`config.mk`:
```
export PLATFORM = sky130hd
export DESIGN_NAME = led_sweep_monitor
export DESIGN_NICKNAME = d
export VERILOG_FILES = /design/src/rtl/led_sweep_monitor.sv
export SDC_FILE = /design/constraint.sdc
export NUM_CORES = 1
export LEC_CHECK = 0
export ABC_CLOCK_PERIOD_IN_PS = 6300
export BUFFER_PORTS_ARGS = -buffer_cell sky130_fd_sc_hd__clkbuf_2
export CAP_MARGIN = 20
export CORE_MARGIN = 2
export CORE_UTILIZATION = 45
export DETAILED_ROUTE_END_ITERATION = 10
export GPL_TIMING_DRIVEN = 1
export RECOVER_POWER = 100
export SYNTH_ARGS = -nofsm -noshare
export SYNTH_HDL_FRONTEND = slang
export SYNTH_SLANG_ARGS = --single-unit
```
`constraint.sdc`:
```
create_clock -name clk -period 6.3 [get_ports clk]
set_input_delay 0.945 -clock clk [delete_from_list [all_inputs] [get_ports clk]]
set_output_delay 0.945 -clock clk [all_outputs]
set_load 0.005 [all_outputs]
```
`src/rtl/led_sweep_monitor.sv`:
```
// Decodes a knight-rider LED bus back into position, direction, step period and PWM duty.
// Pattern violations (multi-lit, jumps, mid-sweep reversal) raise a sticky error flag.
module led_sweep_monitor #(
   parameter int OUT_WIDTH = 8,
   parameter int WIN       = 16,
   parameter int PER_W     = 16
) (
   input  logic                         clk,
   input  logic                         reset,
   input  logic [OUT_WIDTH-1:0]         leds,
   input  logic                         err_clear,
   output logic [$clog2(OUT_WIDTH)-1:0] pos,
   output logic                         pos_valid,
   output logic                         dir,
   output logic                         step_pulse,
   output logic [PER_W-1:0]             step_period,
   output logic                         per_valid,
   output logic [$clog2(WIN):0]         duty,
   output logic                         err
);

   localparam int POS_W  = $clog2(OUT_WIDTH);
   localparam int WC_W   = $clog2(WIN);
   localparam int DUTY_W = WC_W + 1;

   localparam logic [WC_W-1:0]  EOW_CNT  = WC_W'(WIN - 1);
   localparam logic [PER_W-1:0] PER_MAX  = '1;
   localparam logic [POS_W-1:0] LAST_POS = POS_W'(OUT_WIDTH - 1);
   localparam logic [POS_W:0]   ONE_EXT  = (POS_W + 1)'(1);

   logic [WC_W-1:0]      wcnt_q, wcnt_d;
   logic [OUT_WIDTH-1:0] lit_acc_q, lit_acc_d;
   logic [DUTY_W-1:0]    on_cnt_q, on_cnt_d;
   logic [PER_W-1:0]     per_cnt_q, per_cnt_d;
   logic [1:0]           nsteps_q, nsteps_d;
   logic [POS_W-1:0]     pos_q, pos_d;
   logic                 pos_valid_q, pos_valid_d;
   logic                 dir_q, dir_d;
   logic                 step_pulse_q, step_pulse_d;
   logic [PER_W-1:0]     step_period_q, step_period_d;
   logic                 per_valid_q, per_valid_d;
   logic [DUTY_W-1:0]    duty_q, duty_d;
   logic                 err_q, err_d;

   logic                 eow;
   logic [OUT_WIDTH-1:0] lit_all;
   logic [DUTY_W-1:0]    duty_all;
   logic                 multi;
   logic [POS_W-1:0]     p_idx;
   logic [POS_W:0]       p_ext;
   logic [POS_W:0]       pos_ext;
   logic                 up_step;
   logic                 down_step;
   logic [PER_W-1:0]     per_cnt_inc;
   logic                 err_set;

   // The EOW cycle's own sample is folded in before evaluation.
   assign eow         = (wcnt_q == EOW_CNT);
   assign lit_all     = lit_acc_q | leds;
   assign duty_all    = on_cnt_q + DUTY_W'(|leds);
   assign multi       = ((lit_all & (lit_all - OUT_WIDTH'(1))) != '0);
   assign per_cnt_inc = (per_cnt_q == PER_MAX) ? PER_MAX : per_cnt_q + PER_W'(1);
   assign p_ext       = {1'b0, p_idx};
   assign pos_ext     = {1'b0, pos_q};
   assign up_step     = (p_ext == pos_ext + ONE_EXT);
   assign down_step   = (pos_ext == p_ext + ONE_EXT);

   always_comb begin
      p_idx = '0;
      for (int i = 0; i < OUT_WIDTH; i++) begin
         if (lit_all[i]) p_idx = POS_W'(i);
      end
   end

   always_comb begin
      wcnt_d        = wcnt_q + WC_W'(1);
      lit_acc_d     = lit_all;
      on_cnt_d      = duty_all;
      per_cnt_d     = per_cnt_inc;
      nsteps_d      = nsteps_q;
      pos_d         = pos_q;
      pos_valid_d   = pos_valid_q;
      dir_d         = dir_q;
      step_pulse_d  = 1'b0;
      step_period_d = step_period_q;
      per_valid_d   = per_valid_q;
      duty_d        = duty_q;
      err_set       = 1'b0;

      if (eow) begin
         lit_acc_d = '0;
         on_cnt_d  = '0;
         duty_d    = duty_all;
         if (lit_all != '0) begin
            if (multi) begin
               err_set = 1'b1;
            end else if (!pos_valid_q) begin
               pos_d       = p_idx;
               pos_valid_d = 1'b1;
            end else if (p_idx != pos_q) begin
               if (!(up_step || down_step)) begin
                  // Jump: resynchronise and forget direction history.
                  err_set     = 1'b1;
                  pos_d       = p_idx;
                  nsteps_d    = 2'd0;
                  per_valid_d = 1'b0;
               end else begin
                  pos_d        = p_idx;
                  step_pulse_d = 1'b1;
                  dir_d        = up_step;
                  per_cnt_d    = '0;
                  nsteps_d     = (nsteps_q == 2'd2) ? 2'd2 : nsteps_q + 2'd1;
                  if (nsteps_q != 2'd0) begin
                     step_period_d = per_cnt_inc;
                     per_valid_d   = 1'b1;
                     if ((up_step != dir_q) && (pos_q != '0) && (pos_q != LAST_POS))
                        err_set = 1'b1;
                  end
               end
            end
         end
      end

      err_d = err_set | (err_q & ~err_clear);
   end

   always_ff @(posedge clk or posedge reset) begin
      if (reset) begin
         wcnt_q        <= '0;
         lit_acc_q     <= '0;
         on_cnt_q      <= '0;
         per_cnt_q     <= '0;
         nsteps_q      <= '0;
         pos_q         <= '0;
         pos_valid_q   <= 1'b0;
         dir_q         <= 1'b0;
         step_pulse_q  <= 1'b0;
         step_period_q <= '0;
         per_valid_q   <= 1'b0;
         duty_q        <= '0;
         err_q         <= 1'b0;
      end else begin
         wcnt_q        <= wcnt_d;
         lit_acc_q     <= lit_acc_d;
         on_cnt_q      <= on_cnt_d;
         per_cnt_q     <= per_cnt_d;
         nsteps_q      <= nsteps_d;
         pos_q         <= pos_d;
         pos_valid_q   <= pos_valid_d;
         dir_q         <= dir_d;
         step_pulse_q  <= step_pulse_d;
         step_period_q <= step_period_d;
         per_valid_q   <= per_valid_d;
         duty_q        <= duty_d;
         err_q         <= err_d;
      end
   end

   assign pos         = pos_q;
   assign pos_valid   = pos_valid_q;
   assign dir         = dir_q;
   assign step_pulse  = step_pulse_q;
   assign step_period = step_period_q;
   assign per_valid   = per_valid_q;
   assign duty        = duty_q;
   assign err         = err_q;

endmodule

```
**Word level (Yosys, flattened, before mapping)**

Index checks and enable logic that the tools add are counted.

- Flip-flop bits (word level): 64
- Input bits: 11
- Output and inout bits: 29

- Bitwise gates (word level): 6
- Mux-type cells: 36
- Eq/ne operators: 10
- $add $sub $neg: 7
- Reductions and logical operators: 14

Operators with widths:

| kind | count |
|---|---|
| 2-to-1 mux 16 bit | 7 |
| 2-to-1 mux 3 bit | 8 |
| 2-to-1 mux 1 bit | 17 |
| adder 16 x 1 -> 16 bit (second input constant) | 1 |
| equality test 16 bit (second input constant) | 1 |
| nonzero test 8 bit | 2 |
| AND reduction 6 bit | 2 |
| adder 3 x 1 -> 4 bit (second input constant) | 2 |
| AND 8 bit | 1 |
| equality test 3 x 4 -> 1 bit | 2 |
| 2-to-1 mux 8 bit | 1 |
| bitwise OR 8 bit | 1 |
| OR reduction 8 bit | 1 |
| subtractor 8 x 1 -> 8 bit (second input constant) | 1 |
| AND reduction 7 bit | 1 |
| adder 5 x 1 -> 5 bit | 1 |
| 2-to-1 mux 5 bit | 1 |
| AND reduction 5 bit | 1 |
| adder 4 x 1 -> 4 bit (second input constant) | 1 |
| equality test 4 bit (second input constant) | 1 |
| 2-to-1 mux 2 bit | 2 |
| != test 2 x 1 -> 1 bit (second input constant) | 2 |
| AND reduction 4 bit | 1 |
| != test 3 bit | 1 |
| other kinds (12) | 14 |

**Depth between registers and ports, before layout**

- Depth in word-level cells: 21
- Depth in mapped cells: 12

**Worst setup path after synthesis**

Ideal clock, no wire load.

- Path type: in2reg
- Start point: input leds[3]
- End point: register step_period_q[0] (netlist: step_period[0])
- Buffers on the path: 1
- Stages on the path: 12
- Path slack: 2.900 ns
- Data required time: 6.175 ns
- Setup time: 0.125 ns
- Data arrival time: 3.275 ns
- Cell sequence: nor4_4 > o31ai_1 > nand3_1 > nand2_1 > ha_1 > xor2_1 > a21oi_1 > and4b_1 > nor3_4 > nor4_4 > buf_8 > mux2_4

- Cells in the longest elaborated chain, start to end: 10
- Elaborated cells between the ends (all ways): 17

Ends and longest elaborated chain:

| element | RTL line | RTL |
|---|---|---|
| from (decl) | 10 | `input logic [OUT_WIDTH-1:0] leds,` |
| bitwise OR 8 bit (*) | 59 | `assign lit_all = lit_acc_q \| leds;` |
| 2-to-1 mux 3 bit (*) (5 in a row) | 71 | `if (lit_all[i]) p_idx = POS_W'(i);` |
| net p_idx[0] | 49 | `logic [POS_W-1:0] p_idx;` |
| adder 3 x 1 -> 4 bit | 66 | `assign down_step = (pos_ext == p_ext + ONE_EXT);` |
| equality test 3 x 4 -> 1 bit | 66 |  |
| logical OR 1 bit | 101 | `if (!(up_step \|\| down_step)) begin` |
| AND reduction 7 bit (no source line) (*) | -- |  |
| to (signal assigned) | 152 | `step_period_q <= step_period_d;` |
| to (decl) | 40 | `logic [PER_W-1:0] step_period_q, step_period_d;` |

Mark *: on every way through the listed nets, which the timed path passes. The rest lies on a longest branch.
A chain may end at the register's enable or synchronous reset.

**Worst setup path after layout**

- Start point: input leds[3]
- End point: register step_period_q[10] (netlist: step_period[10])

Same word-level chain as after synthesis.

==> results.toml <==
[setup_path]
worstSetupEndpoint = "step_period[10]"
crit_cells = 13
worstPathRequired_ps = 6520
critPathLaunchType = "primary input"
reg2reg_from = "lit_acc_q[3]"
crit_buf_inv = 2
path_cells = "clkbuf_2 > nor4_4 > o31ai_1 > nand3_1 > nand2_1 > ha_1 > xor2_1 > a21oi_1 > and4b_1 > nor3_1 > nor4_4 > clkbuf_1 > mux2_1"
worstReg2RegEnd = "step_period[10]"
crit_type = "primary input to flop"
r2r_cells = 12
cp_common_cell = "nor4_4"
crit_path_end_kind = "flop"
r2r_setup_slack_ps = 2430
critPathTopFamily = "simple AND/OR/NAND/NOR gates"
startpoint = "leds[3]"
slowest_delay_ps = 840
path_max_fanout = 16
critPathArrivalTime_ps = 4360
cp_slowest_cell = "nor3_1"

[floorplan]
io_pins = 40
core_area_sq_um = 7214
die-area_sq_um = 8123
die_x_um = 90.13
chipHeight_um = 90.13
placementRows = 31
initial_core_util = 0.4627

[clock_tree]
clock-root-buffer = "clkbuf_8"
cts_sinks = 64
clock_latency_ps = 340
numCtsBuffers = 9
h-tree-depth = 3
cts-resized-gates = 0
hold_buffers = 0
cts_tree = "done"
cts.clk_slew.worst_paths_ps = 70
cts_setup_buffers = 0
cts_buffer_depth = 2

[route]
ant_nets = 0
via_per_inst = 5.244
first_pass_iters = 4
drt_wl_total_um = 6484
vias = 2407
drc = 0
drt_iter0_drc = 96
wl_per_cell_um = 14.13

[pwr]
ir_drop_uv = 110.7
p_leak_nw = 1.726
powerDensity_nw_per_um2 = 256.3

[finish]
num_antenna_cells = 0
area_delta_synth_final_pct = 12.48
layout_commonest_cell = "dfrtp_1"
post-route-util = 0.5205
fin_cells = 459
layout-drive-gt1-share = 0.1917
layout_common_cells = "64 x dfrtp_1, 37 x nand2_1, 29 x nor2_1"
fillers = 699
layout.nets = 375

[logic_synthesis]
async_flop_share = 1.000
ys_seq_area_frac = 0.4798
ys_types = 54
synth-edff-count = 0
synthCells = 312
syn-num-nets = 332
synth_area_sq_um = 3338
synth_flop_cell = "dfrtp_1"
yosysWarnings = 0
avgSynthCellArea_sq_um = 10.70
synth_seq_cells = 64

[placed_design]
dp_cells = 443
routabilityCongestion = 0.7681
io_buffer_count = 39
hpwl_um = 4554

[flow_run]
drv_cap = 1

[sta]
worst_pin_slew_ps = 3444
tns_ps = 0
fin_crit_sh = 0.6583
fin_crit_ps = 4147
rsz0062_at_grt = "false"
setup_viol = 0
max_freq_ghz = 0.2411
drv_slew = 65
slew_headroom = -1.296
skew_ps = 6.347
hold_viol_final = 0

[grt]
track_usage = 0.1701
antenna_found_initial = 0
gr-total-overflow = 0
grt_pass1_wl_um = 11260
grt_pass1_vias = 2446
grt_max_degree = 65

[outcome]
violations = "capacitance limit, slew limit"
status = "finished with violations"

[min_path]
min_path_cells = 1
hp-class = "flop to flop"
how the worst min path moves through the flow:
stage / endpoint / slack (ps) / from
2_1_floorplan: wcnt_q[0] / 420 / wcnt_q[0]
3_3_place_gp: wcnt_q[0] / 440 / wcnt_q[0]
3_5_place_dp: wcnt_q[0] / 450 / wcnt_q[0]
4_1_cts: wcnt_q[0] / 470 / wcnt_q[0]
5_1_grt: wcnt_q[0] / 500 / wcnt_q[0]
6_report: wcnt_q[0] / 460 / wcnt_q[0]
cell usage after synthesis, types with 2 or more instances:
master	n	area [sq um]
nor4_1	5	31.28
ha_1	9	112.6
a21oi_1	15	75.07
clkbuf_1	6	22.52
nor4_4	5	106.4
o22ai_1	2	12.51
mux2_2	11	123.9
nand3_1	16	80.08
or3_1	2	12.51
nor3_1	3	15.01
nand4_1	7	43.79
a31o_2	4	35.03
nand2_1	37	138.9
mux2i_1	5	50.05
mux2_4	7	105.1
and2_1	3	18.77
a21o_1	2	15.01
inv_1	14	52.55
nand2b_1	2	12.51
and3_1	3	18.77
xnor2_1	9	78.83
xor2_1	10	87.58
a31oi_1	2	12.51
nor4b_1	2	17.52
o21ai_0	11	55.05
dfrtp_1	64	1602
nor2_1	29	108.9
registers in the layout, summed over array words and instances (netlist names):
register     cells
per_cnt_q       16
step_period     16
lit_acc_q        8
duty             5
on_cnt_q         5
wcnt_q           4
pos              3
nsteps_q         2
dir              1
err              1
per_valid        1
pos_valid        1
step_pulse       1
through the flow:
step                area (sq um)  setup WS (ps)  hold slack [ps]  power (mW)
finish                      3755           2153            456.8      0.9623
global route                3755           1702            496.7       1.011
CTS                         3816           2945            465.8      0.9772
detailed placement          3618           2580            452.6      0.6204
global placement            3618           2659            443.2      0.6153
floorplan                   3338           2900            421.4      0.5772
where the power goes:
| part | leakage, nW | switching (mW) | internal, mW | total, mW |
|---|---|---|---|---|
| combinational | 0.810 | 0.0651 | 0.0533 | 0.118 |
| clock | 0.0993 | 0.162 | 0.193 | 0.355 |
| sequential | 0.816 | 0.0369 | 0.452 | 0.489 |
logic make-up after synthesis:
| group | count (synthesis) | share of synthesized area |
|---|---|---|
| AOI/OAI and AO/OA | 48 | 0.09820 |
| and+or+nand+nor | 125 | 0.2200 |
| xor gates and xnor gates | 19 | 0.04985 |
| adders and majority gates | 10 | 0.03673 |
| buffers and inverters | 23 | 0.03186 |
| muxes | 23 | 0.08358 |
| DFF | 64 | 0.4798 |
area by class of cell:
| type | instances | area [sq um] | area share |
|---|---|---|---|
| Inverter | 14 | 52.55 | 0.01400 |
| Tap cell | 99 | 123.9 | 0.03299 |
| Multi-Input combinational cell | 225 | 1593 | 0.4242 |
| Sequential cell | 64 | 1602 | 0.4265 |
| Clock buffer | 11 | 141.4 | 0.03765 |
| Clock inverter | 5 | 56.30 | 0.01500 |
| Timing Repair Buffer | 41 | 186.4 | 0.04965 |
layer usage:
layer | up-vias | wire, um | part of all wire | GRT usage
li1 | 1194 | - | - | -
met1 | 1163 | 3037 | 0.47 | 0.2157
met2 | 39 | 3137 | 0.48 | 0.2863
met3 | 11 | 189 | 0.029 | 0.02766
met4 | 0 | 119 | 0.018 | 0.07692
met5 | - | 0 | 0 | 0
Note: power is estimated with default switching activity, not from simulation.
